<file path="src/rtl/tiny_soc_mem_pkg.sv">
// Shared types and helpers for the two-port SRAM arbiter.
// Data width is fixed at 64 bits, so there are 8 byte strobes.
package tiny_soc_mem_pkg;

   localparam int unsigned NumPorts  = 2;
   localparam int unsigned AddrWidth = 32;
   localparam int unsigned DataWidth = 64;
   localparam int unsigned StrbWidth = DataWidth / 8;

   typedef logic [AddrWidth-1:0] addr_t;
   typedef logic [DataWidth-1:0] data_t;
   typedef logic [StrbWidth-1:0] strb_t;
   typedef logic                 port_idx_t;

   typedef struct packed {
      logic      valid;
      port_idx_t port;
      logic      err;
   } rsp_t;

   // Each byte strobe k covers bits [8k+7:8k] of the mask.
   function automatic data_t strb_to_mask(strb_t strb);
      data_t mask;
      for (int k = 0; k < int'(StrbWidth); k++) begin
         mask[8*k +: 8] = {8{strb[k]}};
      end
      return mask;
   endfunction

endpackage

</file>
<file path="src/rtl/tiny_soc_mem_arbiter_if.sv">
// Bus bundle between the two requesters, the arbiter and the SRAM.
// Handshake: a request transfers in the cycle where req_i[p] & gnt_o[p] are both high.
// Until then the requester holds req_i[p] and its payload stable. The response is
// rvalid_o[p] exactly one cycle later, and it cannot be back-pressured.
interface tiny_soc_mem_arbiter_if
   import tiny_soc_mem_pkg::*;
#(
   parameter int unsigned SramAw = 17
) ();

   logic  [NumPorts-1:0] req_i;
   logic  [NumPorts-1:0] we_i;
   addr_t [NumPorts-1:0] addr_i;
   strb_t [NumPorts-1:0] be_i;
   data_t [NumPorts-1:0] wdata_i;

   logic  [NumPorts-1:0] gnt_o;
   logic  [NumPorts-1:0] rvalid_o;
   data_t                rdata_o;
   logic                 err_o;

   logic                 sram_req_o;
   logic                 sram_we_o;
   logic  [SramAw-1:0]   sram_addr_o;
   data_t                sram_wdata_o;
   data_t                sram_wmask_o;
   data_t                sram_rdata_i;

   logic  [31:0]         conflict_cnt_o;
   port_idx_t            dbg_prio;

   modport slave (
      input  req_i, we_i, addr_i, be_i, wdata_i, sram_rdata_i,
      output gnt_o, rvalid_o, rdata_o, err_o,
      output sram_req_o, sram_we_o, sram_addr_o, sram_wdata_o, sram_wmask_o,
      output conflict_cnt_o, dbg_prio
   );

   modport master (
      output req_i, we_i, addr_i, be_i, wdata_i, sram_rdata_i,
      input  gnt_o, rvalid_o, rdata_o, err_o,
      input  sram_req_o, sram_we_o, sram_addr_o, sram_wdata_o, sram_wmask_o,
      input  conflict_cnt_o, dbg_prio
   );

endinterface

</file>
<file path="src/rtl/tiny_soc_mem_arbiter_rr_arb2.sv">
// Two-way round-robin arbiter: one-bit priority pointer plus a combinational grant.
// The pointer names the port that wins a tie; it flips away from every winner.
module rr_arb2
   import tiny_soc_mem_pkg::*;
(
   input  logic       clk_i,
   input  logic       rst_i,
   input  logic [1:0] req,
   output logic [1:0] gnt,
   output logic       any_gnt,
   output port_idx_t  winner,
   output port_idx_t  prio
);

   port_idx_t prio_q;
   port_idx_t prio_d;

   always_ff @(posedge clk_i or posedge rst_i) begin
      if (rst_i) begin
         prio_q <= 1'b0;
      end else begin
         prio_q <= prio_d;
      end
   end

   always_comb begin
      prio_d = prio_q;
      if (any_gnt) begin
         prio_d = ~winner;
      end
   end

   // Grants are suppressed while reset is held so nothing reaches the SRAM.
   always_comb begin
      gnt     = 2'b00;
      any_gnt = 1'b0;
      winner  = prio_q;
      if (!rst_i && (req != 2'b00)) begin
         any_gnt = 1'b1;
         if (req == 2'b11) begin
            winner = prio_q;
         end else begin
            winner = req[1];
         end
         gnt[winner] = 1'b1;
      end
   end

   assign prio = prio_q;

endmodule

</file>
<file path="src/rtl/tiny_soc_mem_arbiter.sv">
// Shares one 64-bit single-port SRAM between the Rocket port (0) and the loader port (1).
// It relocates byte addresses to word indices and returns a response one cycle after each grant.
module tiny_soc_mem_arbiter
   import tiny_soc_mem_pkg::*;
#(
   parameter int unsigned NumWords = 1 << 17,
   parameter addr_t       BaseAddr = 32'h8000_0000
) (
   input  logic                  clk_i,
   input  logic                  rst_i,
   tiny_soc_mem_arbiter_if.slave bus
);

   localparam int unsigned SramAw = $clog2(NumWords);

   logic [1:0] gnt;
   logic       any_gnt;
   port_idx_t  winner;
   port_idx_t  prio;

   rr_arb2 u_arb (
      .clk_i   (clk_i),
      .rst_i   (rst_i),
      .req     (bus.req_i),
      .gnt     (gnt),
      .any_gnt (any_gnt),
      .winner  (winner),
      .prio    (prio)
   );

   assign bus.gnt_o    = gnt;
   assign bus.dbg_prio = prio;

   addr_t win_addr;
   addr_t win_off;
   addr_t word_idx;
   logic  in_range;
   logic  win_we;

   // The offset wraps below BaseAddr, so the lower bound is checked on the raw address.
   always_comb begin
      win_addr = bus.addr_i[winner];
      win_we   = bus.we_i[winner];
      win_off  = win_addr - BaseAddr;
      word_idx = win_off >> 3;
      in_range = (win_addr >= BaseAddr) && (word_idx < addr_t'(NumWords));
   end

   assign bus.sram_req_o   = any_gnt & in_range;
   assign bus.sram_we_o    = any_gnt & in_range & win_we;
   assign bus.sram_addr_o  = word_idx[SramAw-1:0];
   assign bus.sram_wdata_o = bus.wdata_i[winner];
   assign bus.sram_wmask_o = strb_to_mask(bus.be_i[winner]);

   rsp_t rsp_d;
   rsp_t rsp_q;
   logic rsp_we_q;

   always_comb begin
      rsp_d.valid = any_gnt;
      rsp_d.port  = winner;
      rsp_d.err   = ~in_range;
   end

   always_ff @(posedge clk_i or posedge rst_i) begin
      if (rst_i) begin
         rsp_q    <= '0;
         rsp_we_q <= 1'b0;
      end else begin
         rsp_q    <= rsp_d;
         rsp_we_q <= win_we;
      end
   end

   // Write acks and errors return zero data rather than whatever the SRAM drives.
   always_comb begin
      bus.rvalid_o = 2'b00;
      bus.err_o    = 1'b0;
      bus.rdata_o  = '0;
      if (rsp_q.valid) begin
         bus.rvalid_o[rsp_q.port] = 1'b1;
         bus.err_o                = rsp_q.err;
         if (!rsp_q.err && !rsp_we_q) begin
            bus.rdata_o = bus.sram_rdata_i;
         end
      end
   end

   logic [31:0] conflict_cnt_q;

   always_ff @(posedge clk_i or posedge rst_i) begin
      if (rst_i) begin
         conflict_cnt_q <= '0;
      end else if ((bus.req_i == 2'b11) && (conflict_cnt_q != 32'hFFFF_FFFF)) begin
         conflict_cnt_q <= conflict_cnt_q + 32'd1;
      end
   end

   assign bus.conflict_cnt_o = conflict_cnt_q;

endmodule

</file>
<file path="src/flat_wrapper.sv">
// flat-port wrapper written by rule: the top's interface ports become plain ports
module tiny_soc_mem_arbiter_flat import tiny_soc_mem_pkg::*;
#(
   parameter int unsigned NumWords = 1 << 17,
   parameter addr_t       BaseAddr = 32'h8000_0000
)
  (clk_i, rst_i, bus_req_i, bus_we_i, bus_addr_i, bus_be_i, bus_wdata_i, bus_sram_rdata_i, bus_gnt_o, bus_rvalid_o, bus_rdata_o, bus_err_o, bus_sram_req_o, bus_sram_we_o, bus_sram_addr_o, bus_sram_wdata_o, bus_sram_wmask_o, bus_conflict_cnt_o, bus_dbg_prio);
  tiny_soc_mem_arbiter_if #(.SramAw(17)) bus_i ();
  input  logic clk_i;
  input  logic rst_i;
  input wire logic [$bits(bus_i.req_i)-1:0] bus_req_i;
  input wire logic [$bits(bus_i.we_i)-1:0] bus_we_i;
  input wire logic [$bits(bus_i.addr_i)-1:0] bus_addr_i;
  input wire logic [$bits(bus_i.be_i)-1:0] bus_be_i;
  input wire logic [$bits(bus_i.wdata_i)-1:0] bus_wdata_i;
  input wire logic [$bits(bus_i.sram_rdata_i)-1:0] bus_sram_rdata_i;
  output wire logic [$bits(bus_i.gnt_o)-1:0] bus_gnt_o;
  output wire logic [$bits(bus_i.rvalid_o)-1:0] bus_rvalid_o;
  output wire logic [$bits(bus_i.rdata_o)-1:0] bus_rdata_o;
  output wire logic [$bits(bus_i.err_o)-1:0] bus_err_o;
  output wire logic [$bits(bus_i.sram_req_o)-1:0] bus_sram_req_o;
  output wire logic [$bits(bus_i.sram_we_o)-1:0] bus_sram_we_o;
  output wire logic [$bits(bus_i.sram_addr_o)-1:0] bus_sram_addr_o;
  output wire logic [$bits(bus_i.sram_wdata_o)-1:0] bus_sram_wdata_o;
  output wire logic [$bits(bus_i.sram_wmask_o)-1:0] bus_sram_wmask_o;
  output wire logic [$bits(bus_i.conflict_cnt_o)-1:0] bus_conflict_cnt_o;
  output wire logic [$bits(bus_i.dbg_prio)-1:0] bus_dbg_prio;
  assign bus_i.req_i = bus_req_i;
  assign bus_i.we_i = bus_we_i;
  assign bus_i.addr_i = bus_addr_i;
  assign bus_i.be_i = bus_be_i;
  assign bus_i.wdata_i = bus_wdata_i;
  assign bus_i.sram_rdata_i = bus_sram_rdata_i;
  assign bus_gnt_o = bus_i.gnt_o;
  assign bus_rvalid_o = bus_i.rvalid_o;
  assign bus_rdata_o = bus_i.rdata_o;
  assign bus_err_o = bus_i.err_o;
  assign bus_sram_req_o = bus_i.sram_req_o;
  assign bus_sram_we_o = bus_i.sram_we_o;
  assign bus_sram_addr_o = bus_i.sram_addr_o;
  assign bus_sram_wdata_o = bus_i.sram_wdata_o;
  assign bus_sram_wmask_o = bus_i.sram_wmask_o;
  assign bus_conflict_cnt_o = bus_i.conflict_cnt_o;
  assign bus_dbg_prio = bus_i.dbg_prio;
  tiny_soc_mem_arbiter #(.NumWords(NumWords), .BaseAddr(BaseAddr)) u_core (.clk_i(clk_i), .rst_i(rst_i), .bus(bus_i));
endmodule
</file>
<file path="config.mk">
export PLATFORM = sky130hd
export DESIGN_NAME = tiny_soc_mem_arbiter_flat
export DESIGN_NICKNAME = d
export VERILOG_FILES = /design/src/rtl/tiny_soc_mem_pkg.sv /design/src/rtl/tiny_soc_mem_arbiter_if.sv /design/src/rtl/tiny_soc_mem_arbiter_rr_arb2.sv /design/src/rtl/tiny_soc_mem_arbiter.sv /design/src/flat_wrapper.sv
export SDC_FILE = /design/constraint.sdc
export NUM_CORES = 1
export LEC_CHECK = 0
export BUFFER_PORTS_ARGS = -buffer_cell sky130_fd_sc_hd__buf_2
export CORE_AREA = 2 2 203 205
export DETAILED_ROUTE_END_ITERATION = 8
export DIE_AREA = 0 0 205 207
export GPL_TIMING_DRIVEN = 0
export HOLD_SLACK_MARGIN = 0.08
export SETUP_SLACK_MARGIN = 0.2
export SYNTH_ARGS = -nofsm -noshare
export SYNTH_HDL_FRONTEND = slang
export SYNTH_HIERARCHICAL = 1
export SYNTH_SLANG_ARGS = --single-unit
</file>
<file path="constraint.sdc">
create_clock -name clk_i -period 3 [get_ports clk_i]
set_clock_uncertainty 0.15 [all_clocks]
set_input_delay 0.3 -clock clk_i [delete_from_list [all_inputs] [get_ports clk_i]]
set_output_delay 0.3 -clock clk_i [all_outputs]
set_load 0.05 [all_outputs]
</file>
==> results of run 1 <==
[registers in the layout (all words and copies together) (netlist names)]
register,cells
u_core/u_arb/prio,1
u_core/rsp_we_q,1
u_core/rsp_q,3
u_core/bus.conflict_cnt_o,32
[cells in the final DEF (no fill, tap or decap), types with 3 or more instances in the layout]
cell type,count
buf_2,516
mux2_2,86
and2_1,68
buf_4,58
dfrtp_1,36
xor2_1,20
nand2_1,18
nor2_1,18
nand4_1,10
nand3_1,9
xnor2_1,9
clkbuf_1,8
and3_1,7
clkbuf_2,7
clkbuf_16,6
nor3_1,6
nor4_1,6
clkbuf_4,5
inv_1,5
mux2_4,5
a21oi_1,3
[per-stage QoR]
stage / total power (W) / worst slack (ps) / TNS, ps / hold slack, ps
final: 0.00327 / 285 / 0 / 75.5
after global routing: 0.00342 / 213 / 0 / 159
after global placement: 0.00274 / -872 / -72830 / 42.2
after detailed placement: 0.00275 / -901 / -76600 / 52.2
after CTS: 0.00330 / 222 / 0 / 112
after floorplan: 0.00215 / 321 / 0 / -121
[layer usage]
metal / wire [um] / vias up / track usage
met5: 13 / - / 0
li1: - / 2414 / -
met3: 2350 / 16 / 0.0324
met2: 9970 / 268 / 0.158
met1: 8390 / 2319 / 0.112
met4: 231 / 2 / 0.0109
[Yosys cell counts (2+ instances only)]
| cell | number |
|---|---|
| nor3b_1 | 2 |
| mux2_2 | 90 |
| nor4b_1 | 2 |
| and4_1 | 2 |
| nor2b_1 | 2 |
| a41oi_1 | 2 |
| buf_4 | 56 |
| nand2_1 | 18 |
| xnor2_1 | 9 |
| nand4_1 | 10 |
| nor2_1 | 18 |
| inv_1 | 6 |
| nor3_1 | 6 |
| or2_2 | 2 |
| dfrtp_1 | 37 |
| clkbuf_1 | 17 |
| nand4b_1 | 2 |
| xor2_1 | 20 |
| a21oi_1 | 3 |
| or4_1 | 2 |
| and3_1 | 7 |
| nor4_1 | 6 |
| and2_1 | 68 |
| nand3_1 | 9 |
[power groups by stage]
| stage | clock (W) | combinational (W) | sequential, W |
|---|---|---|---|
| final | 0.000505 | 0.00216 | 0.000607 |
| after global routing | 0.000553 | 0.00225 | 0.000618 |
| after CTS | 0.000528 | 0.00216 | 0.000606 |
| after detailed placement | 0 | 0.00214 | 0.000613 |
| after global placement | 0 | 0.00213 | 0.000611 |
| after floorplan | 0 | 0.00142 | 0.000736 |
[cell families (layout without fill, tap and decap cells)]
| family | count (synthesis) | after routing | share of synthesized area |
|---|---|---|---|
| flip-flops | 37 | 37 | 0.245 |
| adder cells (fa/ha/maj) | 1 | 1 | 0.00331 |
| AO/OA/AOI/OAI | 10 | 10 | 0.0199 |
| buffers and inverters | 80 | 610 | 0.135 |
| AND/OR/NAND/NOR | 162 | 162 | 0.255 |
| multiplexers | 92 | 92 | 0.275 |
| XOR/XNOR | 29 | 29 | 0.0672 |
[final timing paths]
check	from	endpoint	slack (ps)
max	u_core/u_arb/prio	bus_sram_wmask_o[54]	290
min	rst_i	u_core/bus.conflict_cnt_o[10]	80
max reg2reg	u_core/bus.conflict_cnt_o[1]	u_core/bus.conflict_cnt_o[18]	690
min reg2reg	u_core/bus.conflict_cnt_o[28]	u_core/bus.conflict_cnt_o[28]	330
max in group asynchronous	rst_i	u_core/bus.conflict_cnt_o[26]	2100
min in group clk_i	bus_we_i[0]	u_core/rsp_we_q	170
[timing repair]
item	in CTS	in global routing
endpoints found under the setup margin	147	115
pin swaps	1	0
hold buffers	1	0
buffers inserted	1	0
gates resized for setup	13	21
endpoints found under the hold margin	1	0
[cell type report]
cell class,instances,area [um2]
clock buffer,6,129
multi-input combinational,294,2370
sequential,37,927
buffer,74,534
fill,4610,33100
clock inverter,2,10.0
tap,532,666
inverter,6,22.5
timing repair buffer,522,2630
==> flow_summary.toml, run 1 <==
[critical_path]
rr_worst_depth = 6
end_kind = "primary output"
cp_slowest_cell = "dfrtp_2"
crit_required_ps = 2550
cp_num_cells = 7
critPathMaxFanout = 10
arrival_ps = 2260
path_cells = "o21bai_1, a22o_2, clkbuf_16, buf_8, mux2_4, buf_4, buf_2"
critPathBufInv = 4
cp_top_family = "buffers and inverters"
crit_type = "register to primary output"
critPathLaunchType = "register"
cpPeakStageDelay_ps = 430

[power_and_ir_drop]
pwr_density_cell_nw_per_um2 = 448
switching_share = 0.536
seqPwrFrac = 0.186
p_leak_nw = 4.10
ir_drop_v = 0.000223
pwr-share-clk = 0.155
p_int_w = 0.00152
power.switching_w = 0.00175
pwr-share-comb = 0.660

[yosys]
netlist_area_um2 = 3780
async_flop_share = 1.00
synth_nets = 690
ys.warnings.count = 6
synth_ff_type = "dfrtp_1"
synth.area.top_cells = "mux2_2, dfrtp_1, and2_1"
ys_seq_area_frac = 0.245
syn_inst = 411
ys_ff_latch = 37
yosys.area.top_type = "mux2_2"
synth_cell_types = 39
synth-edff-count = 0
avgSynthCellArea_um2 = 9.20
netlist.area_leader.share = 0.268

[die]
rows = 74
core_area_um2 = 40400
dieArea_um2 = 42400
pin_count = 527
die_h_um = 207
start_util = 0.0936
die_w_um = 205

[drt]
drc = 0
dr.first_iter.drc_count = 197
dr.pass1.iters = 4
drt_wl_total_mm = 21.0
wl_per_cell_um = 14.2
vias = 5019
ant_nets = 0
vias_per_cell = 3.41

[clock_tree]
clock-sinks = 37
tritoncts = "done"
cts_max_level = 2
cts_buffers = 5
clockBufferDepth = 2
cts_root_buf = "clkbuf_16"
cts.clk_slew.worst_paths_ps = 50
clock_latency_ps = 280

[min_path]
hold_path_class = "input port to asynchronous set/reset pin"

[timing]
fmax_mhz = 368
worst_pin_slew_ps = 816
post-route-period-util = 0.905
rsz0062_at_grt = "no"
hold_viol = 0
layout_min_cycle_time_ps = 2710
report.final.slew_viol_count = 0
slew-limit-headroom = 0.455
finalSetupViolCount = 0

[grt]
grt_pass1_vias = 4981
grt_pass1_wl_mm = 29.9
grt.overflow.total = 0
grt_max_degree = 37
antenna_found_initial = 3
grt_usage = 0.0916

[run]
drv_cap = 0

[layout]
diodes = 0
utilization = 0.181
layout.nets = 1219
layout-drive-gt1-share = 0.742
syn_to_final_growth_pct = 92.9
fin_cells = 1473
final_cell_area_um2 = 7290

[placed_design]
portBuffers = 520
dp_hpwl_mm = 18.6
place.gp.congestion = 0.887
placed_cells = 1463
place_area_um2 = 7050

[run_status]
status = "finished, final reports clean"
No activity file was read; power rests on OpenSTA's default activity.
==> inputs of run 2 (changes only) <==
--- a/config.mk
+++ b/config.mk
@@ -6,9 +6,9 @@
 export NUM_CORES = 1
 export LEC_CHECK = 0
 export BUFFER_PORTS_ARGS = -buffer_cell sky130_fd_sc_hd__buf_2
-export CORE_AREA = 2 2 203 205
+export CORE_AREA = 2 2 206 208
 export DETAILED_ROUTE_END_ITERATION = 8
-export DIE_AREA = 0 0 205 207
+export DIE_AREA = 0 0 208 210
 export GPL_TIMING_DRIVEN = 0
 export HOLD_SLACK_MARGIN = 0.08
 export SETUP_SLACK_MARGIN = 0.2
==> constraint.sdc (replaced) <==
create_clock -name clk_i -period 3.4 [get_ports clk_i]
set_clock_uncertainty 0.15 [all_clocks]
set_input_delay 0.34 -clock clk_i [delete_from_list [all_inputs] [get_ports clk_i]]
set_output_delay 0.34 -clock clk_i [all_outputs]
set_load 0.05 [all_outputs]
==> flow_summary.toml, run 2 (synthesized netlist as in run 1, its figures left out) <==
[clock_tree]
tritoncts = "done"
clock_latency_ps = 280
cts_max_level = 2
cts.clk_slew.worst_paths_ps = 60
clock-sinks = 37
cts_root_buf = "clkbuf_16"
clockBufferDepth = 2
post-cts-setup-buffers = 0
cts_buffers = 5

[critical_path]
end_kind = "primary output"
critPathMaxFanout = 10
crit_type = "register to primary output"
crit_path_end = "bus_sram_addr_o[14]"
arrival_ps = 2540
rr_worst_depth = 6
critPathLaunchType = "register"
reg2reg_slack_ps = 1050
r2r_start = "u_core/bus.conflict_cnt_o[0]"
crit_start = "u_core/u_arb/prio"
crit-reg2reg-capture = "u_core/bus.conflict_cnt_o[18]"
crit_required_ps = 2910

[power_and_ir_drop]
p_leak_nw = 4.07
pwr_density_cell_nw_per_um2 = 413
ir_drop_v = 0.000196

[layout]
layout-drive-gt1-share = 0.736
layout.nets = 1219
num-fill-cells = 4724
syn_to_final_growth_pct = 92.3
final_common_cell = "buf_2"
diodes = 0
final_cell_mix = "buf_2, mux2_2, and2_1, buf_4, dfrtp_1"
final_cell_area_um2 = 7270
largest_reg_flops = 32

[drt]
wl_met1_mm = 9.60
drt_wl_total_mm = 24.1
ant_nets = 0
vias_per_cell = 3.42
dr.pass1.iters = 4
met2_length_mm = 11.4
drc = 0
dr.first_iter.drc_count = 220
wl_met3_mm = 2.90
wl_per_cell_um = 16.3
vias = 5068
highest-signal-layer = "met5"

[timing]
rsz0062_at_grt = "no"
post-route-period-util = 0.891
slew-limit-headroom = 0.479
finalSetupViolCount = 0
worst_pin_slew_ps = 781
hold_viol = 0
holdWs_ps = 94.8
report.final.slew_viol_count = 0
layout_min_cycle_time_ps = 3030
fmax_mhz = 330
timing.final.ws_setup_ps = 370

[min_path]
hold_path_class = "input port to asynchronous set/reset pin"

[die]
die_h_um = 210
core_area_um2 = 41500
pin_count = 527
dieArea_um2 = 43700
rows = 75
die_w_um = 208
start_util = 0.0911

[placed_design]
portBuffers = 520
place_ws_ps = -430
dp_hpwl_mm = 21.6
place_area_um2 = 7070
place.gp.congestion = 0.847

[grt]
grt_max_degree = 37
grt.overflow.total = 0
antenna_found_initial = 3
grt_usage = 0.101
grt_pass1_vias = 4904
grt_pass1_wl_mm = 32.8

[run]
drv_cap = 0

[run_status]
status = "finished, final reports clean"
-- run 2: cell types whose count changed in the layout (fill, tap and decap cells not counted), sizes merged --
| cell | previous run | this run |
|---|---|---|
| buf | 575 | 578 |
| clkinv | 2 | 1 |
| bufinv | 0 | 1 |
| clkbuf | 26 | 23 |
-- run 2: final cells by class --
class / instances / area [um2] / share of cell area
timing repair buffer: 522 / 2620 / 0.361
clock inverter: 2 / 38.8 / 0.00534
tap: 539 / 674 / 0.0928
clock buffer: 6 / 129 / 0.0177
inverter: 6 / 22.5 / 0.00310
multi-input combinational: 294 / 2350 / 0.323
sequential: 37 / 926 / 0.127
buffer: 74 / 505 / 0.0696
-- run 2: repair_timing --
item / 4_1_cts / 5_1_grt
endpoints found under the setup margin: 138 / 0
hold buffers: 1 / 0
resized for setup: 10 / 0
hold endpoints to repair: 1 / 0
-- run 2: critical path: stages (launching register included) --
cell	delay, ps
dfrtp_1	410
o21bai_1	140
a22o_1	260
clkbuf_4	330
clkbuf_1	480
mux2_2	420
buf_2	220
-- run 2: layer usage --
metal	global-route usage	up-vias
met3	0.0432	12
li1	-	2413
met5	0	-
met1	0.126	2348
met2	0.167	293
met4	0.0110	2
-- run 2: worst min path at each step --
stage,startpoint,endpoint
final,rst_i,u_core/bus.conflict_cnt_o[5]
after global placement,rst_i,u_core/u_arb/prio
after floorplan,rst_i,u_core/u_arb/prio
after CTS,rst_i,u_core/bus.conflict_cnt_o[3]
after global routing,rst_i,u_core/bus.conflict_cnt_o[4]
after detailed placement,rst_i,u_core/u_arb/prio
-- run 2: through the flow --
stage	TNS [ps]	utilization	cells	total power, W
2_1_floorplan	0	-	411	0.00190
4_1_cts	0	0.175	1480	0.00304
3_5_place_dp	-31630	0.171	1471	0.00249
5_1_grt	0	0.175	1480	0.00314
3_3_place_gp	-28480	0.170	1470	0.00248
6_report	0	0.175	1480	0.00300
-- run 2: power breakdown --
group          total, W  switching [W]  internal (W)
clock          0.000531       0.000184      0.000348
combinational   0.00193        0.00136      0.000572
sequential     0.000536      0.0000570      0.000479
